`config.mk`:
```
export PLATFORM = sky130hd
export DESIGN_NAME = playback_sample_feeder
export DESIGN_NICKNAME = d
export VERILOG_FILES = /design/src/rtl/playback_pkg.sv /design/src/rtl/playback_sample_feeder_div.sv /design/src/rtl/playback_sample_feeder.sv
export SDC_FILE = /design/constraint.sdc
export NUM_CORES = 1
export LEC_CHECK = 0
export BUFFER_PORTS_ARGS = -buffer_cell sky130_fd_sc_hd__buf_2
export CAP_MARGIN = 10
export CORE_MARGIN = 2
export CORE_UTILIZATION = 30
export CTS_CLUSTER_SIZE = 24
export DETAILED_ROUTE_END_ITERATION = 10
export PLACE_DENSITY = 0.48
export SLEW_MARGIN = 20
export SYNTH_ARGS = -nofsm -noshare
export SYNTH_HDL_FRONTEND = slang
export SYNTH_SLANG_ARGS = --single-unit
```
`constraint.sdc`:
```
create_clock -name i_BCLK -period 6 [get_ports i_BCLK]
set_input_delay 1.2 -clock i_BCLK [delete_from_list [all_inputs] [get_ports i_BCLK]]
set_output_delay 1.2 -clock i_BCLK [all_outputs]
set_load 0.02 [all_outputs]
```
`src/rtl/playback_pkg.sv`:
```
// Shared types and widths for the playback sample feeder.
// Used by playback_sample_feeder and interp_div.
package playback_pkg;

    localparam int ADDR_W   = 20;
    localparam int SAMPLE_W = 16;

    typedef enum logic [1:0] {
        S_IDLE,
        S_PRIME,
        S_PLAY,
        S_PAUSE
    } state_t;

    typedef enum logic [1:0] {
        NORMAL,
        FAST,
        SLOW
    } speed_t;

    typedef enum logic [2:0] {
        F_IDLE,
        F_S0,
        F_S1,
        F_CALC,
        F_DIV
    } fetch_t;

    // A factor of 1 is normal speed whatever the mode bits say.
    function automatic speed_t speed_mode(
        input logic       fast,
        input logic       slow,
        input logic [2:0] speed
    );
        if (speed == 3'd0) return NORMAL;
        if (fast)          return FAST;
        if (slow)          return SLOW;
        return NORMAL;
    endfunction

endpackage

```
`src/rtl/playback_sample_feeder_div.sv`:
```
// interp_div: signed-numerator restoring divider, one quotient bit per cycle.
// Divisor is an unsigned speed factor 1..8, so only the numerator carries sign.
module interp_div
    import playback_pkg::*;
(
    input  logic                i_clk,
    input  logic                i_rst,
    input  logic                i_start,
    input  logic signed [19:0]  i_num,
    input  logic [3:0]          i_den,
    output logic                o_done,
    output logic [SAMPLE_W-1:0] o_quo
);

    logic        r_busy;
    logic        r_neg;
    logic        r_done;
    logic [4:0]  r_cnt;
    logic [19:0] r_q;
    logic [3:0]  r_rem;
    logic [3:0]  r_den;
    logic [4:0]  w_shift;
    logic        w_ge;

    assign w_shift = {r_rem, r_q[19]};
    assign w_ge    = (w_shift >= {1'b0, r_den});

    always_ff @(posedge i_clk) begin
        if (i_rst) begin
            r_busy <= 1'b0;
            r_neg  <= 1'b0;
            r_done <= 1'b0;
            r_cnt  <= '0;
            r_q    <= '0;
            r_rem  <= '0;
            r_den  <= 4'd1;
        end else begin
            r_done <= 1'b0;
            if (i_start) begin
                r_q    <= i_num[19] ? -i_num : i_num;
                r_neg  <= i_num[19];
                r_rem  <= '0;
                r_den  <= i_den;
                r_cnt  <= 5'd20;
                r_busy <= 1'b1;
            end else if (r_busy) begin
                r_rem <= w_ge ? 4'(w_shift - {1'b0, r_den})
                              : w_shift[3:0];
                r_q   <= {r_q[18:0], w_ge};
                r_cnt <= r_cnt - 5'd1;
                if (r_cnt == 5'd1) begin
                    r_busy <= 1'b0;
                    r_done <= 1'b1;
                end
            end
        end
    end

    // Quotient magnitude stays below 2^16, so the low bits are exact mod 2^16.
    assign o_done = r_done;
    assign o_quo  = r_neg ? -r_q[15:0] : r_q[15:0];

endmodule

```
`src/rtl/playback_sample_feeder.sv`:
```
// SRAM playback source feeding the DAC serializer, one sample per LRCK frame.
// Define PLAYBACK_INTERP_EN for linear interpolation in slow mode.
module playback_sample_feeder
    import playback_pkg::*;
(
    input  logic                i_BCLK,
    input  logic                i_rst,
    input  logic                i_DACLRCK,
    input  logic                i_start,
    input  logic                i_pause,
    input  logic                i_stop,
    input  logic                i_fast,
    input  logic                i_slow,
    input  logic [2:0]          i_speed,
    input  logic [ADDR_W-1:0]   i_end_addr,
    output logic [ADDR_W-1:0]   o_SRAM_ADDR,
    input  logic [SAMPLE_W-1:0] i_SRAM_DQ,
    output logic [SAMPLE_W-1:0] o_DATA,
    output logic                o_valid,
    output logic                o_done
);

    state_t              r_state, w_state_nxt;
    fetch_t              r_fph;
    speed_t              r_mode, w_mode;
    logic                r_pre_lrck, r_valid, r_done;
    logic [ADDR_W-1:0]   r_addr, w_addr1;
    logic [SAMPLE_W-1:0] r_s0, r_stage, r_data;
    logic [2:0]          r_k, w_k_nxt;
    logic [3:0]          r_n, w_n, w_k_inc, w_stride;
    logic [ADDR_W:0]     w_addr_nxt;
    logic                w_rise, w_play, w_chg;
    logic                w_adv, w_over, w_start;

    assign w_rise = ~r_pre_lrck & i_DACLRCK;
    assign w_play = w_rise && (r_state == S_PLAY)
                    && !i_stop && !i_pause;

    assign w_n     = {1'b0, i_speed} + 4'd1;
    assign w_mode  = speed_mode(i_fast, i_slow, i_speed);
    assign w_chg   = (w_mode != r_mode) || (w_n != r_n);
    assign w_k_inc = {1'b0, r_k} + 4'd1;
    assign w_k_nxt = (w_mode == SLOW && !w_chg && w_k_inc < w_n)
                     ? w_k_inc[2:0] : 3'd0;
    assign w_adv   = (w_k_nxt == 3'd0);

    assign w_stride   = (w_mode == FAST) ? w_n : 4'd1;
    assign w_addr_nxt = {1'b0, r_addr} + {17'd0, w_stride};
    assign w_over     = w_adv && (w_addr_nxt > {1'b0, i_end_addr});
    assign w_addr1    = (r_addr >= i_end_addr) ? r_addr
                                               : r_addr + 20'd1;
    assign w_start    = (r_state == S_IDLE) && (w_state_nxt == S_PRIME);

`ifdef PLAYBACK_INTERP_EN
    logic [SAMPLE_W-1:0] r_s1;
    logic [SAMPLE_W-1:0] w_quo;
    logic signed [19:0]  w_diff, w_kx, w_prod;
    logic                w_div_go, w_div_done;

    assign w_diff   = {{4{r_s1[15]}}, r_s1} - {{4{r_s0[15]}}, r_s0};
    assign w_kx     = {17'd0, r_k};
    assign w_prod   = w_diff * w_kx;
    assign w_div_go = (r_fph == F_CALC) && (r_k != 3'd0);

    interp_div u_div (
        .i_clk   (i_BCLK),
        .i_rst   (i_rst),
        .i_start (w_div_go),
        .i_num   (w_prod),
        .i_den   (r_n),
        .o_done  (w_div_done),
        .o_quo   (w_quo)
    );
`endif

    always_ff @(posedge i_BCLK) begin
        if (i_rst) r_state <= S_IDLE;
        else       r_state <= w_state_nxt;
    end

    always_comb begin
        w_state_nxt = r_state;
        unique case (r_state)
            S_IDLE:  if (i_start && !i_pause) w_state_nxt = S_PRIME;
            S_PRIME: if (r_fph == F_CALC)     w_state_nxt = S_PLAY;
            S_PLAY: begin
                if (i_pause)              w_state_nxt = S_PAUSE;
                else if (w_play && w_over) w_state_nxt = S_IDLE;
            end
            S_PAUSE: if (i_start && !i_pause) w_state_nxt = S_PLAY;
            default: w_state_nxt = S_IDLE;
        endcase
        if (i_stop) w_state_nxt = S_IDLE;
    end

    always_ff @(posedge i_BCLK) begin
        if (i_rst) begin
            r_pre_lrck <= 1'b0;
            r_valid    <= 1'b0;
            r_done     <= 1'b0;
            r_addr     <= '0;
            r_k        <= '0;
            r_n        <= 4'd1;
            r_mode     <= NORMAL;
            r_fph      <= F_IDLE;
            r_s0       <= '0;
            r_stage    <= '0;
            r_data     <= '0;
`ifdef PLAYBACK_INTERP_EN
            r_s1       <= '0;
`endif
        end else begin
            r_pre_lrck <= i_DACLRCK;
            r_valid    <= 1'b1;
            r_done     <= w_play && w_over;
            if (w_rise) r_data <= w_play ? r_stage : '0;

            // Stage the next frame's sample: s0, s1, then hold or interpolate.
            unique case (r_fph)
                F_S0: begin
                    r_s0  <= i_SRAM_DQ;
                    r_fph <= F_S1;
                end
                F_S1: begin
`ifdef PLAYBACK_INTERP_EN
                    r_s1  <= i_SRAM_DQ;
`endif
                    r_fph <= F_CALC;
                end
                F_CALC: begin
`ifdef PLAYBACK_INTERP_EN
                    if (w_div_go) begin
                        r_fph <= F_DIV;
                    end else begin
                        r_stage <= r_s0;
                        r_fph   <= F_IDLE;
                    end
`else
                    r_stage <= r_s0;
                    r_fph   <= F_IDLE;
`endif
                end
                F_DIV: begin
`ifdef PLAYBACK_INTERP_EN
                    if (w_div_done) begin
                        r_stage <= r_s0 + w_quo;
                        r_fph   <= F_IDLE;
                    end
`else
                    r_fph <= F_IDLE;
`endif
                end
                default: ;
            endcase

            if (w_start) begin
                r_addr <= '0;
                r_k    <= '0;
                r_mode <= w_mode;
                r_n    <= w_n;
                r_fph  <= F_S0;
            end

            if (w_play) begin
                r_k    <= w_k_nxt;
                r_mode <= w_mode;
                r_n    <= w_n;
                if (w_over) begin
                    r_addr <= '0;
                end else if (w_adv) begin
                    r_addr <= w_addr_nxt[ADDR_W-1:0];
                    r_fph  <= F_S0;
                end else begin
                    r_fph  <= F_CALC;
                end
            end

            if (i_stop) r_addr <= '0;
        end
    end

    assign o_SRAM_ADDR = (r_fph == F_S1) ? w_addr1 : r_addr;
    assign o_DATA      = r_data;
    assign o_valid     = r_valid;
    assign o_done      = r_done;

endmodule

```
==> out/qor.txt <==
# IOs: 85
clk slew on worst S/H paths: 0.07 ns
CTS tree: yes
Final HPWL DP: 11.4 mm
Synth Area in Compound Gates: 0.160
Syn-to-layout area delta: 17.6%
Clock Sinks: 85
status: finished clean
vias in the first global route: 4609
Post-Synth Adder-Cell Area: 0.126
area of the mapped netlist: 5210 um2
worst path arrival time: 5.47 ns
ANT cells: 0
RSZ-0062 raised after global routing: false
Setup Buffers After CTS: 0
Yosys reg bits: 85
library cells used by synthesis: 49
Peak VDD IR: 143 uV
Critical Path Slowest Stage Cell: fa_1
syn_nets: 762
async set-or-reset flop fraction in the synthesized netlist: 0
die width: 136 um
routability cong.: 0.873
initial antenna violation count: 0
largest net degree at the start of global routing: 60
Worst path max stage delay: 0.42 ns
Fmax: 0.191 GHz
Fin Hold WS: 0.453 ns
row cnt: 48
iteration-0 DRC count of the detailed router: 260
area post-placement: 5820 um2
final instance area: 6130 um2
post-synthesis sequential area ratio: 0.327
Synth Area in XOR/XNOR: 0.0706
aggregate global-route resource usage: 0.168
Sw Ratio: 0.246
Crit path max-delay family: compound AO/OA/AOI/OAI gates
global-route wire length before repair: 24.5 mm
Psw: 0.000305 W
starting density of the core: 0.304
most common cell after layout, fill and taps aside: nand2_1
TritonRoute pass-1 iters: 5
Synth Area per Inst: 7.86 um2
CP startpoint kind: input port
Clock Skew: 0.00825 ns
Post-DRT Antenna Nets: 0
Slew Limit Headroom: 0.394
Gate power share: 0.082
H-tree levels: 3
share of layout cells above drive strength 1: 0.164
die height: 136 um
CP Cell Sequence: buf_2 -> inv_1 -> ha_1 -> nand2b_1 -> nand3_1 -> ha_1 -> inv_1 -> fa_1 -> nor2b_1 -> o21ai_0 -> a21o_1 -> o31a_1 -> or2_2 -> ha_1 -> a21o_1 -> a21oi_1 -> nor2b_1 -> nand4_1 -> a21boi_2 -> buf_4 -> o21ai_0 -> nor2b_1
Sequential Power Share: 0.464
Synthesis Warnings: 0
Port Buffer Count: 84
final setup TNS: 0 ns
multiplexer area fraction after synthesis: 0.00600
Fin. Hold Viols: 0
power density cells: 202 nW/um2
fillers: 1822
Via density: 5.10
core area: 17100 um2
top_reg_cell synth: dfxtp_1
max cap viols: 0
CP endpoint kind: flop
critical path type: in2reg
Num CTS Buffers: 9
Post-Synthesis Cells: 663
Bufs and invs on worst path: 4
root buffer cell: clkbuf_16
post-synthesis simple-gate area fraction: 0.251
Power Total: 0.00124 W
later-pin clock latency in the skew report: 0.34 ns
Tightest Hold Check Type: reg2reg
clock network power share: 0.454
post-route clock period utilization: 0.873
final core utilization: 0.358
Internal Pwr Total: 0.000934 W
worst slew pin tran: 0.905 ns
final setup fails: 0
Post-Route WL: 15.1 mm
# nets final: 826
fin. max-slew vios: 0
Avg WL per Cell: 15.8 um
crit path time final: 5.24 ns
Post-CTS Resized: 0
via count: 4882
most frequent cells in the layout: nand2_1 (93), dfxtp_1 (85), buf_2 (84), a21oi_1 (70), ha_1 (51)
global route overflow: 0
largest family of logic cells by synthesized area: simple AND/OR/NAND/NOR gates
DIE AREA: 18400 um2
Post-synth EDFFs: 0
# DRC: 0
hold buffer count at CTS: 0
Crit path required time: 6.23 ns
Leakage: 2.78 nW
Bufs on Longest Clock Path: 2
CP max FO: 9
cell families after synthesis:
group,Yosys count
AND/OR/NAND/NOR,268
buffers and inverters,77
XOR/XNOR,42
multiplexers,3
flip-flops,85
AO/OA/AOI/OAI,136
adder cells (fa/ha/maj),52
cells in the mapped netlist (2+ instances only):
| library cell | n | area (um2) |
|---|---|---|
| nand2_1 | 93 | 349 |
| mux2i_1 | 2 | 20.0 |
| and3_1 | 8 | 50.1 |
| a21o_1 | 12 | 90.1 |
| nand4_1 | 11 | 68.8 |
| a21oi_1 | 70 | 350 |
| xnor2_1 | 13 | 114 |
| a32oi_1 | 3 | 26.3 |
| and4_1 | 3 | 26.3 |
| dfxtp_1 | 85 | 1700 |
| nor3_1 | 18 | 90.1 |
| or2_2 | 5 | 31.3 |
| nor2_1 | 45 | 169 |
| xor2_1 | 29 | 254 |
| a31oi_1 | 3 | 18.8 |
| inv_1 | 38 | 143 |
| buf_1 | 3 | 11.3 |
| a32o_1 | 3 | 30.0 |
| o31ai_1 | 2 | 15.0 |
| or4_1 | 4 | 30.0 |
| o211ai_1 | 3 | 22.5 |
| nand3_1 | 43 | 215 |
| clkbuf_2 | 2 | 10.0 |
| nor2b_1 | 6 | 37.5 |
| a22oi_1 | 19 | 143 |
| nor4_1 | 13 | 81.3 |
| a211oi_1 | 4 | 30.0 |
| nor4b_1 | 3 | 26.3 |
| ha_1 | 51 | 638 |
| buf_2 | 8 | 40.0 |
| or3_1 | 2 | 12.5 |
| o21ai_0 | 10 | 50.1 |
| clkbuf_1 | 25 | 93.8 |
| nand2b_1 | 9 | 56.3 |
cell type report:
type	count	area, um2	area share
clock inverters	6	73.8	0.0120
clock buffers	10	229	0.0374
flip-flops and latches	85	1700	0.278
well taps	225	282	0.0459
inverters	38	143	0.0233
repair buffers	92	480	0.0784
multi-input cells	501	3220	0.525
final timing paths:
| kind | slack, ns | depth (start not counted) | start | end |
|---|---|---|---|---|
| min | 0.45 | 2 | r_stage[2] | r_stage[2] |
| min reg2reg | 0.45 | 2 | r_stage[2] | r_stage[2] |
| max reg2reg | 1.62 | 17 | r_addr[0] | r_fph[2] |
| max | 0.76 | 22 | i_speed[0] | r_fph[2] |
registers in the layout, summed over array words and instances (netlist names), 2 cells and up:
| register | flops |
|---|---|
| r_addr | 20 |
| r_mode | 2 |
| r_stage | 16 |
| o_DATA | 16 |
| r_s0 | 16 |
| r_k | 3 |
| r_fph | 3 |
| r_state | 2 |
| r_n | 4 |
power by group through the flow:
stage | registers, W | clock network [W] | logic (W)
3_3_place_gp | 0.000587 | 0 | 0.0000994
6_report | 0.000575 | 0.000562 | 0.000102
5_1_grt | 0.000576 | 0.000605 | 0.000116
3_5_place_dp | 0.000588 | 0 | 0.000102
4_1_cts | 0.000575 | 0.000579 | 0.000103
2_1_floorplan | 0.000587 | 0 | 0.0000639
routing by layer:
metal | part of all wire | vias to the layer above | GRT usage
met2 | 0.47 | 143 | 0.269
met4 | 0.017 | 0 | 0.0521
li1 | - | 2457 | -
met1 | 0.46 | 2263 | 0.227
met5 | 0 | - | 0
met3 | 0.055 | 19 | 0.0352
worst min-delay path, cell delays in order, from the launching register on:
cell,delay (ns)
dfxtp_1,0.31
nand2_1,0.05
a21oi_1,0.05
metrics by stage:
stage | setup WS (ns) | instances
floorplan | 0.917 | 663
global placement | 0.594 | 941
detailed placement | 0.452 | 941
CTS | 0.797 | 957
global route | 0.465 | 957
finish | 0.760 | 957
Power figures use the tool's default switching activity.
